--- config.mk ---
export PLATFORM = sky130hd
export DESIGN_NAME = de_issue_ctrl
export DESIGN_NICKNAME = d
export VERILOG_FILES = /design/src/rtl/de_issue_pkg.sv /design/src/rtl/de_seq_len.sv /design/src/rtl/de_issue_ctrl.sv
export SDC_FILE = /design/constraint.sdc
export NUM_CORES = 1
export LEC_CHECK = 0
export ABC_AREA = 0
export BUFFER_PORTS_ARGS = -buffer_cell sky130_fd_sc_hd__buf_4
export CAP_MARGIN = 20
export CORE_ASPECT_RATIO = 0.6
export CORE_MARGIN = 4
export CORE_UTILIZATION = 26
export DETAILED_ROUTE_END_ITERATION = 16
export GPL_TIMING_DRIVEN = 0
export PLACE_DENSITY = 0.61
export RECOVER_POWER = 100
export SYNTH_ARGS = -nofsm -noshare
export SYNTH_HDL_FRONTEND = slang
export SYNTH_SLANG_ARGS = --single-unit
--- constraint.sdc ---
create_clock -name clk -period 2.2 [get_ports clk]
set_input_delay 0.22 -clock clk [delete_from_list [all_inputs] [get_ports clk]]
set_output_delay 0.22 -clock clk [all_outputs]
set_load 0.02 [all_outputs]
--- src/rtl/de_issue_pkg.sv ---
// Shared opcode constants, micro-op kinds and per-kind sequence shape for the decode issue controller.
package de_issue_pkg;

  localparam logic [4:0] OP_CALL = 5'h18;
  localparam logic [4:0] OP_RET  = 5'h19;
  localparam logic [4:0] OP_RTI  = 5'h1A;

  typedef enum logic [2:0] {
    K_NORM = 3'd0,
    K_CALL = 3'd1,
    K_RET  = 3'd2,
    K_RTI  = 3'd3,
    K_INT  = 3'd4
  } kind_e;

  typedef enum logic {
    S_IDLE = 1'b0,
    S_SEQ  = 1'b1
  } state_e;

  // Index of the final slot of each kind's stack sequence.
  function automatic logic [1:0] last_slot(input logic [2:0] kind);
    case (kind)
      K_CALL, K_RET: last_slot = 2'd1;
      K_RTI, K_INT:  last_slot = 2'd2;
      default:       last_slot = 2'd0;
    endcase
  endfunction

  // CALL and interrupt entry save state; RET and RTI restore it.
  function automatic logic kind_push(input logic [2:0] kind);
    case (kind)
      K_CALL, K_INT: kind_push = 1'b1;
      default:       kind_push = 1'b0;
    endcase
  endfunction

endpackage

--- src/rtl/de_seq_len.sv ---
// Opcode classifier: maps a fetched opcode to its micro-op kind, last slot index and push/pop direction.
import de_issue_pkg::*;

module de_seq_len (
  input  logic [4:0] opcode_i,
  output logic [2:0] kind_o,
  output logic [1:0] last_o,
  output logic       push_o
);

  logic [2:0] kind;

  always_comb begin
    kind = K_NORM;
    case (opcode_i)
      OP_CALL: kind = K_CALL;
      OP_RET:  kind = K_RET;
      OP_RTI:  kind = K_RTI;
      default: kind = K_NORM;
    endcase
    kind_o = kind;
    last_o = last_slot(kind);
    push_o = kind_push(kind);
  end

endmodule

--- src/rtl/de_issue_ctrl.sv ---
// Decode issue controller: expands CALL/RET/RTI (and interrupts) into push/pop slot sequences.
// Interrupt entry sequences are generated only when DE_ISSUE_IRQ_EN is defined.
import de_issue_pkg::*;

module de_issue_ctrl #(
  parameter int IW  = 16,
  parameter int PCW = 32
) (
  input  logic           clk,
  input  logic           reset,
  input  logic           in_valid,
  output logic           in_ready,
  input  logic [IW-1:0]  in_instr,
  input  logic [PCW-1:0] in_pc,
  output logic           out_valid,
  input  logic           out_ready,
  output logic [IW-1:0]  out_instr,
  output logic [PCW-1:0] out_pc,
  output logic [2:0]     out_kind,
  output logic [1:0]     out_slot,
  output logic           out_push,
  input  logic           flush,
  input  logic           irq_req,
  output logic           irq_ack
);

  state_e         state_q;
  logic           out_valid_q;
  logic [IW-1:0]  out_instr_q;
  logic [PCW-1:0] out_pc_q;
  logic [2:0]     out_kind_q;
  logic [1:0]     out_slot_q;
  logic           out_push_q;
  logic           irq_ack_q;

  logic [2:0] dec_kind;
  logic [1:0] dec_last;
  logic       dec_push;
  logic       advance;
  logic       irq_take;

  de_seq_len u_seq_len (
    .opcode_i (in_instr[IW-1 -: 5]),
    .kind_o   (dec_kind),
    .last_o   (dec_last),
    .push_o   (dec_push)
  );

  assign advance = !out_valid_q || out_ready;

`ifdef DE_ISSUE_IRQ_EN
  assign irq_take = irq_req && !reset && (state_q == S_IDLE) && advance && !flush;
`else
  logic irq_req_unused;
  assign irq_req_unused = irq_req;
  assign irq_take       = 1'b0;
`endif

  assign in_ready = !reset && (state_q == S_IDLE) && advance && !flush && !irq_take;

  // Single output register; a stalled micro-op (valid && !ready) is simply not touched.
  always_ff @(posedge clk) begin
    if (reset) begin
      state_q     <= S_IDLE;
      out_valid_q <= 1'b0;
      out_instr_q <= '0;
      out_pc_q    <= '0;
      out_kind_q  <= 3'd0;
      out_slot_q  <= 2'd0;
      out_push_q  <= 1'b0;
      irq_ack_q   <= 1'b0;
    end else begin
      irq_ack_q <= irq_take;
      if (flush) begin
        out_valid_q <= 1'b0;
        state_q     <= S_IDLE;
      end else if (advance) begin
        case (state_q)
          S_IDLE: begin
            if (irq_take) begin
              // Interrupt entry carries no instruction; the PC is the return point.
              out_valid_q <= 1'b1;
              out_instr_q <= '0;
              out_pc_q    <= in_pc;
              out_kind_q  <= K_INT;
              out_slot_q  <= 2'd0;
              out_push_q  <= 1'b1;
              state_q     <= S_SEQ;
            end else if (in_valid) begin
              out_valid_q <= 1'b1;
              out_instr_q <= in_instr;
              out_pc_q    <= in_pc;
              out_kind_q  <= dec_kind;
              out_slot_q  <= 2'd0;
              out_push_q  <= dec_push;
              state_q     <= (dec_last == 2'd0) ? S_IDLE : S_SEQ;
            end else begin
              out_valid_q <= 1'b0;
            end
          end
          S_SEQ: begin
            if (out_slot_q >= last_slot(out_kind_q)) begin
              out_valid_q <= 1'b0;
              state_q     <= S_IDLE;
            end else begin
              out_slot_q  <= out_slot_q + 2'd1;
            end
          end
          default: begin
            out_valid_q <= 1'b0;
            state_q     <= S_IDLE;
          end
        endcase
      end
    end
  end

  assign out_valid = out_valid_q;
  assign out_instr = out_instr_q;
  assign out_pc    = out_pc_q;
  assign out_kind  = out_kind_q;
  assign out_slot  = out_slot_q;
  assign out_push  = out_push_q;
  assign irq_ack   = irq_ack_q;

endmodule

==> reports/metrics.cfg <==
[outcome]
status = complete, no violations

[global_routing]
grt_use_total = 0.132
grt_pass1_wl_mm = 9.95
grt_max_degree = 17
overflow = 0
antenna_found_initial = 0
grt_pass1_vias = 2044

[place]
io_buffers = 107
pre_cts_ws_ps = 97.2
placed_cells_incl_taps = 473
dp_hpwl_mm = 4.90
gp_congestion = 0.773

[die]
fp.dieH_um = 77.2
initial_core_util = 0.277
die_area_um2 = 9530
rows = 24
coreArea_um2 = 7510
die_w_um = 123
io_pins = 111

[setup_path]
arrival_ps = 2300
crit_buf_inv = 0
r2r_end = out_slot[1]
r2r_start = out_kind[0]
cp_slowest_cell = or4_1
reg2reg_depth = 6
cp_max_fo = 6
critical-path-max-stage-delay_ps = 500
end_kind = register
crit_chain = ha_1 > ha_1 > nand2b_1 > a211o_1 > or4_1 > o311ai_0
crit_start = out_kind[0]
r2r_slack_ps = 80
start_kind = register
crit_cells = 6
critPathTopFamily = simple AND/OR/NAND/NOR gates
crit_top_cell = ha_1
critPathKind = register to register
required_ps = 2390

[yosys]
synth_xor_area_frac = 0.00422
syn_avg_cell_area_um2 = 7.96
synthSimpleGateAreaFrac = 0.240
yosys_most_used_dff = dfxtp_1
syn_area_um2 = 2080
synth_top_area_frac = 0.530
synth_edf_count = 0
ys_top_cells_by_area = dfxtp_1 53%, nand2_1 18%, a21oi_1 12%
synth_fa_ha_area_frac = 0.0181
synth_top_family_by_area = simple AND/OR/NAND/NOR gates
synth-seq-area-share = 0.530
synth_common_cells = 101 x nand2_1, 55 x dfxtp_1, 51 x a21oi_1
synthCells = 261
synth_top_area_cell = dfxtp_1
ys_seq_elements = 55
ys_async_sr_fraction = 0
synth_most_common_cell = nand2_1
yosysWarningCount = 0
synth_mux_area_frac = 0
ys_types = 27
synth-compound-area-share = 0.157

[job]
drv_cap = 0

[pwr]
power.leakage_nw = 1.13
p_int_mw = 1.64
combPwrFrac = 0.137
ir_worst_vdd_mv = 0.317
netSwitchingFraction = 0.255
power_frac_clock = 0.381
seqPwrFrac = 0.481
power_density_nw_per_um2 = 744
p_sw_uw = 562

[layout]
areaGrowthSynthToFinish_pct = 42.8
fill_cells = 844
drive_gt1_frac = 0.178
layout.cells.non_filler = 481
fin_util = 0.395
diodes = 0
finalNetCount = 433

[clocking]
clkTransAtPathRegs_ps = 70
htreeDepth = 2
hold_buffers = 0
clockBufferDepth = 2
cts_tree = done
cts_buffers = 5
clk_latency_ps = 300
ctsResizeCount = 0
postCtsSetupBuffers = 0
cts-root-buf = clkbuf_16
clock-sinks = 55

[route]
route.met2.wl_mm = 2.49
drc = 0
drt_iter0_drc = 106
ant_nets = 0
wl_met3_um = 769
vias_per_cell = 4.37
wire_per_inst_um = 13.1
top_layer = met4
vias = 2104
first_pass_iters = 4
wl_mm = 6.32
wl_met1_mm = 3.00

[sta]
holdWs_ps = 103
period_needed_ps = 2120
finalHoldViolations = 0
maxSlewHeadroom = 0.666
worst_pin_slew_ps = 501
drv_slew = 0
setup_tns_ps = 0
setup_ws_ps = 82.6
max_freq_mhz = 472
setup_viol = 0
rsz0062_at_grt = false
fin_skew_ps = 9.86
timing.final.crit_share = 0.962

[min_path]
whs_endpoint = out_valid
hp-class = input pin to register
min_from = out_ready
holdPathStages = 2

==> cell type report <==
cell class,instances,area (µm²),area share
flip-flops and latches,55,1100,0.371
inverters,5,18.8,0.00633
multi-input cells,183,877,0.296
plain buffers,19,81.3,0.0274
repair buffers,107,597,0.201
well taps,104,130,0.0439
clock inverters,1,7.51,0.00253
clock buffers,7,153,0.0515
==> power by group through the flow <==
stage | clock, mW | combinational [mW] | sequential, mW
final | 0.841 | 0.303 | 1.06
after global routing | 0.897 | 0.337 | 1.07
after CTS | 0.861 | 0.344 | 1.06
after detailed placement | 0 | 0.344 | 1.09
after global placement | 0 | 0.340 | 1.08
after floorplan | 0 | 0.109 | 1.14
==> cell usage in the layout, fill, tap and decap left out, drive strengths merged, types with 2 or more instances in the layout <==
| cell type | count |
|---|---|
| nand3b | 2 |
| or3 | 3 |
| dfxtp | 55 |
| nand2 | 101 |
| ha | 3 |
| conb | 2 |
| a211o | 2 |
| buf | 54 |
| a31oi | 3 |
| a21oi | 51 |
| clkbuf | 79 |
| inv | 5 |
| nand2b | 5 |
==> state kept, by name (all words and copies together), names as in the netlist <==
register   count
out_pc        32
out_instr     16
out_kind       2
out_slot       2
out_push       1
out_valid      1
state_q        1
==> cell families after synthesis <==
group | Yosys count
and+or+nand+nor | 117
AOI/OAI and AO/OA | 60
DFF | 55
buffers and inverters | 24
adders and majority gates | 3
xor gates and xnor gates | 1
other | 1
==> worst max path at each step <==
stage                   to  slack [ps]
6_report       out_slot[1]          80
5_1_grt        out_slot[1]          20
4_1_cts        out_slot[1]          80
3_5_place_dp   out_slot[1]         100
3_3_place_gp   out_slot[1]         160
2_1_floorplan  out_slot[1]         120
==> stage by stage <==
step | total power [mW] | cell area (µm²)
5_1_grt | 2.30 | 2970
6_report | 2.21 | 2970
2_1_floorplan | 1.25 | 2080
3_5_place_dp | 1.43 | 3010
3_3_place_gp | 1.42 | 3010
4_1_cts | 2.27 | 3170
==> per-layer routing <==
| layer | global-route usage | vias to the layer above |
|---|---|---|
| li1 | - | 1080 |
| met1 | 0.176 | 931 |
| met2 | 0.185 | 85 |
| met3 | 0.0669 | 8 |
| met4 | 0.0365 | 0 |
| met5 | 0 | - |
==> worst register-to-register path: cells and delay by family (launching register included) <==
family / cells / cell delay (ps)
adders and majority gates: 2 / 550
AOI/OAI and AO/OA: 2 / 490
and+or+nand+nor: 2 / 640
DFF: 1 / 330
Power figures use the tool's default switching activity.
